## src/rtl/mac_seq_pkg.sv

```systemverilog
// Shared definitions for the 4-lane MAC sequencing controller.
package mac_seq_pkg;

  localparam int NLANE = 4;

  typedef enum logic [1:0] {
    IDLE  = 2'd0,
    ACC   = 2'd1,
    FLUSH = 2'd2,
    DONE  = 2'd3
  } state_t;

endpackage

```

## src/rtl/dot4_tree.sv

```systemverilog
// Combinational 4-lane dot product: unsigned x times signed w per lane,
// summed by a 2-level adder tree and sign-extended to psum_bw.
module dot4_tree
  import mac_seq_pkg::*;
#(
  parameter int bw      = 4,
  parameter int psum_bw = 16
) (
  input  logic [NLANE*bw-1:0]       x,
  input  logic [NLANE*bw-1:0]       w,
  output logic signed [psum_bw-1:0] dot
);

  // Product width: zero-extended x (bw+1) times signed w (bw).
  localparam int pw = 2*bw + 1;

  logic signed [pw-1:0] xe   [NLANE];
  logic signed [pw-1:0] we   [NLANE];
  logic signed [pw-1:0] prod [NLANE];
  logic signed [pw:0]   s1   [2];
  logic signed [pw+1:0] s2;

  for (genvar i = 0; i < NLANE; i++) begin : g_lane
    assign xe[i]   = {{(pw-bw){1'b0}}, x[i*bw +: bw]};
    assign we[i]   = {{(pw-bw){w[i*bw+bw-1]}}, w[i*bw +: bw]};
    assign prod[i] = xe[i] * we[i];
  end

  assign s1[0] = {prod[0][pw-1], prod[0]} + {prod[1][pw-1], prod[1]};
  assign s1[1] = {prod[2][pw-1], prod[2]} + {prod[3][pw-1], prod[3]};
  assign s2    = {s1[0][pw], s1[0]} + {s1[1][pw], s1[1]};
  assign dot   = {{(psum_bw-pw-2){s2[pw+1]}}, s2};

endmodule

```

## src/rtl/mac_seq_ctrl.sv

```systemverilog
// Sequencing controller: accepts cfg_len chunks, accumulates their 4-lane
// dot products through a one-stage pipeline and returns one psum per run.
module mac_seq_ctrl
  import mac_seq_pkg::*;
#(
  parameter int bw      = 4,
  parameter int psum_bw = 16,
  parameter int len_bw  = 8
) (
  input  logic                      clk,
  input  logic                      reset,
  input  logic                      start,
  input  logic [len_bw-1:0]         cfg_len,
  output logic                      busy,
  input  logic                      in_valid,
  output logic                      in_ready,
  input  logic [NLANE*bw-1:0]       x_in,
  input  logic [NLANE*bw-1:0]       w_in,
  output logic                      out_valid,
  input  logic                      out_ready,
  output logic signed [psum_bw-1:0] out_data,
  output logic                      out_ovf,
  output logic [1:0]                fsm_state
);

  state_t                     state;
  logic [len_bw-1:0]          remaining;
  logic signed [psum_bw-1:0]  stage;
  logic                       stage_vld;
  logic signed [psum_bw-1:0]  acc;
  logic                       ovf;
  logic signed [psum_bw-1:0]  dot;
  logic signed [psum_bw-1:0]  acc_sum;
  logic                       add_ovf;
  logic                       in_hs;

  dot4_tree #(.bw(bw), .psum_bw(psum_bw)) u_tree (
    .x   (x_in),
    .w   (w_in),
    .dot (dot)
  );

  // Handshakes: a transfer happens on a rising edge where valid and ready are
  // both high; valid may rise at any time, and once out_valid is up out_data
  // and out_ovf stay fixed until the transfer.
  assign in_hs   = in_valid & in_ready;
  assign acc_sum = acc + stage;
  assign add_ovf = (acc[psum_bw-1] == stage[psum_bw-1]) &&
                   (acc_sum[psum_bw-1] != acc[psum_bw-1]);

  always_ff @(posedge clk or posedge reset) begin
    if (reset) begin
      state     <= IDLE;
      remaining <= '0;
      stage     <= '0;
      stage_vld <= 1'b0;
      acc       <= '0;
      ovf       <= 1'b0;
    end else begin
      if (state != IDLE && stage_vld) begin
        acc <= acc_sum;
        if (add_ovf) ovf <= 1'b1;
      end
      case (state)
        IDLE: begin
          stage_vld <= 1'b0;
          if (start) begin
            remaining <= (cfg_len == '0) ? len_bw'(1) : cfg_len;
            acc       <= '0;
            ovf       <= 1'b0;
            state     <= ACC;
          end
        end
        ACC: begin
          stage_vld <= in_hs;
          if (in_hs) begin
            stage     <= dot;
            remaining <= remaining - len_bw'(1);
            if (remaining == len_bw'(1)) state <= FLUSH;
          end
        end
        // The last stage value is folded into acc during this cycle.
        FLUSH: begin
          stage_vld <= 1'b0;
          state     <= DONE;
        end
        DONE: begin
          if (out_ready) state <= IDLE;
        end
        default: state <= IDLE;
      endcase
    end
  end

  assign busy      = (state != IDLE);
  assign in_ready  = (state == ACC);
  assign out_valid = (state == DONE);
  assign out_data  = acc;
  assign out_ovf   = ovf;
  assign fsm_state = state;

endmodule
```

## config.mk

```make
export PLATFORM = sky130hd
export DESIGN_NAME = mac_seq_ctrl
export DESIGN_NICKNAME = d
export VERILOG_FILES = /design/src/rtl/mac_seq_pkg.sv /design/src/rtl/dot4_tree.sv /design/src/rtl/mac_seq_ctrl.sv
export SDC_FILE = /design/constraint.sdc
export NUM_CORES = 1
export LEC_CHECK = 0
export ABC_AREA = 1
export CORE_AREA = 2 2 104 106
export DETAILED_ROUTE_END_ITERATION = 7
export DIE_AREA = 0 0 106 108
export PLACE_DENSITY = 0.86
export SLEW_MARGIN = 20
export SYNTH_ARGS = -nofsm -noshare
export SYNTH_HDL_FRONTEND = slang
export SYNTH_HIERARCHICAL = 1
export SYNTH_SLANG_ARGS = --single-unit
```

## constraint.sdc

```tcl
create_clock -name clk -period 2.14 [get_ports clk]
set_input_delay 0.321 -clock clk [delete_from_list [all_inputs] [get_ports clk]]
set_output_delay 0.321 -clock clk [all_outputs]
set_load 0.05 [all_outputs]
```

Word level (Yosys, flattened, before mapping)
Cells that the tools add are included.
Word-level totals
  register bits after elaboration: 39
  output and inout port bits: 22
  word-level logic and storage cells: 54
  bits of input ports: 45
Operators by class
  equal/unequal tests: 10
  reductions and logical operators: 11
  $add $sub $neg: 5
  muxes and demuxes: 17
  bitwise logic cells: 1
  $mul: 4
Operators with widths (number)
  2-to-1 mux 16 bit: 3
  multiplier 5 x 4 -> 9 bit: 4
  2-to-1 mux 8 bit: 3
  adder 9 x 9 -> 10 bit: 2
  adder 16 x 11 -> 16 bit: 1
  case mux 8 bit (2 select lines): 1
  adder 10 x 10 -> 11 bit: 1
  == test 8 x 1 -> 1 bit (second input constant): 1
  zero test 8 bit: 1
  2-to-1 mux 2 bit: 4
  case mux 2 bit (4 select lines): 1
  subtractor 8 x 1 -> 8 bit (second input constant): 1
  inequality test 2 x 1 -> 1 bit (second input constant): 3
  nonzero test 2 bit: 3
  == test 2 bit (second input constant): 2
  2-to-1 mux 1 bit: 4
  AND reduction 4 bit: 1
  AND reduction 3 bit: 1
  == test 2 x 1 -> 1 bit (second input constant): 1
  logical AND 1 bit: 2
  zero test 2 bit: 1
  inequality test 2 bit (second input constant): 1
  case mux 1 bit (2 select lines): 1
  AND reduction 2 bit: 1
  other kinds (4): 4

Logic depth before layout (Yosys ltp)
Gate-level depths: netlist of the first run.
  word-level depth: 7
  depth in mapped cells: 25
  depth with buffers taken out: 24

Cells and area by module
Netlist of the first run, hierarchy kept.
Modules (own cells, without submodules)
  dot4_tree: cells an instance 410, area each 3067.9 µm², seq. area each 0.0 µm², instances 1
  mac_seq_ctrl: cells an instance 391, area each 2869.0 µm², seq. area each 1101.1 µm², instances 1

Worst setup path before layout of the first run
No wires, ideal clock.
  path kind: input to register
  start point: input port w_in[15]
  end point: register stage[11]
  slack: -2989 ps
  library setup time: 116 ps
  data required time: 2024 ps
  data arrival time: 5013 ps
  stages: 22
  cell sequence: inv_1 or2_2 fa_1 fa_1 inv_1 fa_1 fa_1 inv_1 fa_1 fa_1 inv_1 ha_1 nand2_1 nor2_1 nand2_1 nand3_1 nand2_1 nand3_1 nand2_1 buf_4 nand2_1 nand2_1
Between the ends
  cells in the longest elaborated chain, start to end: 3
Ends and longest elaborated chain
  start: declaration: line mac_seq_ctrl.sv:18  | input logic [NLANE*bw-1:0] w_in,
  multiplier 5 x 4 -> 9 bit: line dot4_tree.sv:26  | assign prod[i] = xe[i] * we[i];
  adder 9 x 9 -> 10 bit: line dot4_tree.sv:30  | assign s1[1] = {prod[2][pw-1], prod[2]} + {prod[3][pw-1], prod[3]};
  adder 10 x 10 -> 11 bit: line dot4_tree.sv:31  | assign s2 = {s1[0][pw], s1[0]} + {s1[1][pw], s1[1]};
  net dot[10]: line mac_seq_ctrl.sv:32  | logic signed [psum_bw-1:0] dot;
  end signal: assignment: line mac_seq_ctrl.sv:77  | stage <= dot;
  end: declaration: line mac_seq_ctrl.sv:28  | logic signed [psum_bw-1:0] stage;
The timed path passes the listed nets, and every way through them passes these cells.
A chain may end at the register's enable or synchronous reset.

Final worst setup path of the first run
  start point: input port w_in[3]
  end point: register stage[15]
Between the ends
  cells in the longest elaborated chain, start to end: 3
Ends and longest elaborated chain
  multiplier 5 x 4 -> 9 bit: line dot4_tree.sv:26
  adder 9 x 9 -> 10 bit: line dot4_tree.sv:29  | assign s1[0] = {prod[0][pw-1], prod[0]} + {prod[1][pw-1], prod[1]};
  adder 10 x 10 -> 11 bit: line dot4_tree.sv:31
  net dot[10]: line mac_seq_ctrl.sv:32
The timed path passes the listed nets, and every way through them passes these cells.

==> reports/results.ini, run 1 <==
[placement]
post-place-ws_ns=-3.236
place.gp.congestion=0.9590
port_buffers=66
dp_hpwl_um=11540
dp.cells=1058
post_dp_cell_area_mm2=0.007368

[synthesis]
synth_top_area_share_pct=20.57
synth_cell_types=38
synth_top_area_cell=fa_1
synthTopCellsByArea=fa_1 (21%), dfrtp_1 (19%), ha_1 (14%), nand2_1 (14%), inv_1 (12%)
synthArstFlopShare_pct=100.0
synth_edf_count=0
ys_seq_area_share_pct=18.55
ys_ff_latch=44
yosys_warnings=6
avgSynthCellArea_um2=7.412
ys.flop_type=dfrtp_1
syn_area_mm2=0.005937
syn_inst=801
synth_nets=975

[route]
wl_per_cell_um=13.78
dr.pass1.iters=7
first_iter_violations=252
drc_errors=0
vias_per_cell=5.101
wl_um=14790
vias=5473
ant_nets=0

[sta]
tightest_slew_ns=0.5252
fmax_mhz=213.3
setup_violations=15
slew_headroom_pct=64.88
final.period_utilization_pct=219.1
finalMaxSlewViolations=0
period_minus_slack_ns=4.689
worst_slack_ns=-2.549
finalSetupTns_ns=-35.39
fin_skew_ns=0.01303
rsz0062_at_grt=yes
finalHoldViolCount=0

[layout]
nNetsFinal=1111
fin_cells=1073
n_antenna_cell=0
area_delta_synth_final_pct=30.12
nFillCells=703
drive_gt1_share_pct=24.44
fin_area_mm2=0.007725

[clocking]
ctsRootBufferMaster=clkbuf_8
clockBufferDepth=2
clock_latency_ns=0.30
cts-htree-levels=2
cts_tree=done
cts_buffers=5
cts_num_sinks=44
clk_pin_slew_ns=0.09

[floorplan]
fp.dieH_um=108
num_rows=37
boundaryPins=67
fp.coreArea_mm2=0.01023
dieArea_mm2=0.01145
initial_utilization_pct=58.03
dieWidth_um=106

[worst_setup_path]
crit_path_end_kind=register
cp_slowest_cell=fa_2
max_stage_delay_ns=0.55
critPathTopFamily=adder cells
critPathBufInv=6
crit_fanout=6
cpMostUsedCell=inv_2
critical_path_class=primary input to register
cp_data_required_time_ns=2.30
critPathArrivalTime_ns=4.85
start_kind=primary input
cp_cell_sequence=buf_8 -> inv_8 -> or2_4 -> fa_1 -> fa_2 -> fa_2 -> inv_2 -> fa_2 -> fa_1 -> inv_2 -> fa_1 -> inv_2 -> ha_4 -> nand2_4 -> inv_2 -> nand2_4 -> nand2_2 -> nand2_2 -> nand3_2 -> nand2_2 -> nand2_4 -> nand2_1 -> nand2_1

[grt]
gr-total-overflow=0
grt_start_max_net_pins=45
grt_usage_pct=26.08
first_global_vias=5379
antenna_found_initial=0
grt_pass1_wl_um=24090

[outcome]
violations=negative setup slack
status=finished with violations

[worst_hold_path]
hold_path_class=primary input to asynchronous set/reset pin

[flow_run]
maxCapViolations=0

[worst min-delay path, cell delays in order]
cell,delay (ns)
clkdlybuf4s50_1,0.40
clkinv_1,0.07
buf_12,0.24
[layer usage]
| layer | share of wire, % | track usage (%) | vias up |
|---|---|---|---|
| met3 | 3.5 | 2.954 | 46 |
| met4 | 2.7 | 5.357 | 0 |
| li1 | - | - | 2677 |
| met2 | 52 | 49.54 | 139 |
| met5 | 0 | 0 | - |
| met1 | 42 | 32.06 | 2611 |
[synth_stat cells, types with 2 or more instances]
cell / count
o21a_1: 2
nand2_2: 6
xnor2_1: 11
or2_2: 5
o22ai_1: 4
dfrtp_1: 44
buf_4: 6
nor3_1: 4
o211ai_1: 2
ha_1: 68
inv_1: 184
nand2_1: 214
o21ai_0: 23
buf_2: 2
and2_1: 2
fa_1: 61
a21oi_1: 27
o21ai_1: 6
inv_2: 2
nand4_1: 4
nor2_1: 63
nand3_1: 30
clkbuf_1: 4
xor2_1: 13
[registers in the layout, indices dropped and copies added, names as in the netlist]
name and count:
out_data 16, stage 16, remaining 8, fsm_state 2
out_ovf 1, stage_vld 1
[layout by cell type, fill, tap and decap left out, types with 3 or more instances in the layout]
| master | instances |
|---|---|
| nand2_2 | 17 |
| clkdlybuf4s50_1 | 32 |
| ha_1 | 59 |
| or2_4 | 3 |
| o21ai_0 | 22 |
| xor2_2 | 3 |
| clkdlybuf4s15_2 | 3 |
| clkbuf_8 | 7 |
| nor2_2 | 6 |
| nand2_1 | 193 |
| xor2_1 | 11 |
| buf_6 | 12 |
| xnor2_1 | 10 |
| dfrtp_1 | 42 |
| nor2_4 | 5 |
| fa_2 | 14 |
| nand3_1 | 24 |
| inv_2 | 27 |
| o22ai_1 | 4 |
| buf_8 | 3 |
| nor2_1 | 52 |
| nand3_2 | 7 |
| buf_2 | 7 |
| nor3_1 | 4 |
| nand4_1 | 4 |
| buf_4 | 72 |
| a21oi_2 | 3 |
| a21oi_1 | 23 |
| fa_1 | 47 |
| clkbuf_2 | 8 |
| a21oi_4 | 3 |
| inv_1 | 156 |
| nand2_4 | 10 |
| o21ai_1 | 7 |
| ha_4 | 8 |
[layout make-up]
type                    count  area (µm²)  area share (%)
multi-input cells         557        4436           57.42
clock buffers               7       96.34           1.247
inverters                 187       711.9           9.216
repair buffers            142        1207           15.63
flip-flops and latches     44        1104           14.29
well taps                 136       170.2           2.203
[per-stage QoR]
| stage | hold WS (ns) | utilization [%] |
|---|---|---|
| after CTS | 0.3713 | 74.02 |
| final | 0.3508 | 75.50 |
| after floorplan | 0.4459 | - |
| after detailed placement | 0.4672 | 72.02 |
| after global placement | 0.4581 | 72.02 |
| after global routing | 0.3855 | 75.50 |
[kinds of logic after synthesis]
| family | after synthesis | synth area share, % |
|---|---|---|
| simple gates | 332 | 22.76 |
| buf+inv | 200 | 13.19 |
| fa+ha+maj | 129 | 34.90 |
| compound gates | 71 | 6.786 |
| flops | 44 | 18.55 |
| xor+xnor | 25 | 3.815 |
[what timing repair did]
item                       4_1_cts  5_1_grt
pin swaps                       37       37
hold buffers                     0        0
setup endpoints to repair       16       17
buffers inserted                 5        3
resized for setup              131       76
[path summary, 6_finish.rpt]
check / startpoint / endpoint / slack, ns / cells after the start
max: w_in[3] / stage[15] / -2.55 / 23
min: reset / out_data[14] / 0.35 / 3
max reg2reg: out_data[0] / out_data[10] / 0.26 / 12
min reg2reg: stage[2] / stage[2] / 0.48 / 2
max in group asynchronous: reset / fsm_state[1] / 1.55 / 3
min in group clk: stage[2] / stage[2] / 0.48 / 2
Power of run 1 is not shown: default switching activity piles up to over one toggle a cycle in this logic, so the estimate is an artifact.
==> inputs of run 2 (changes only) <==
--- a/config.mk
+++ b/config.mk
@@ -6,6 +6,7 @@
 export NUM_CORES = 1
 export LEC_CHECK = 0
 export ABC_AREA = 1
+export ABC_CLOCK_PERIOD_IN_PS = 2140
 export CORE_AREA = 2 2 104 106
 export DETAILED_ROUTE_END_ITERATION = 7
 export DIE_AREA = 0 0 106 108
==> results of run 2 <==
The final DEF is identical to that of run 1; final timing and power are the same.
Power of run 2 is left out for the same reason.
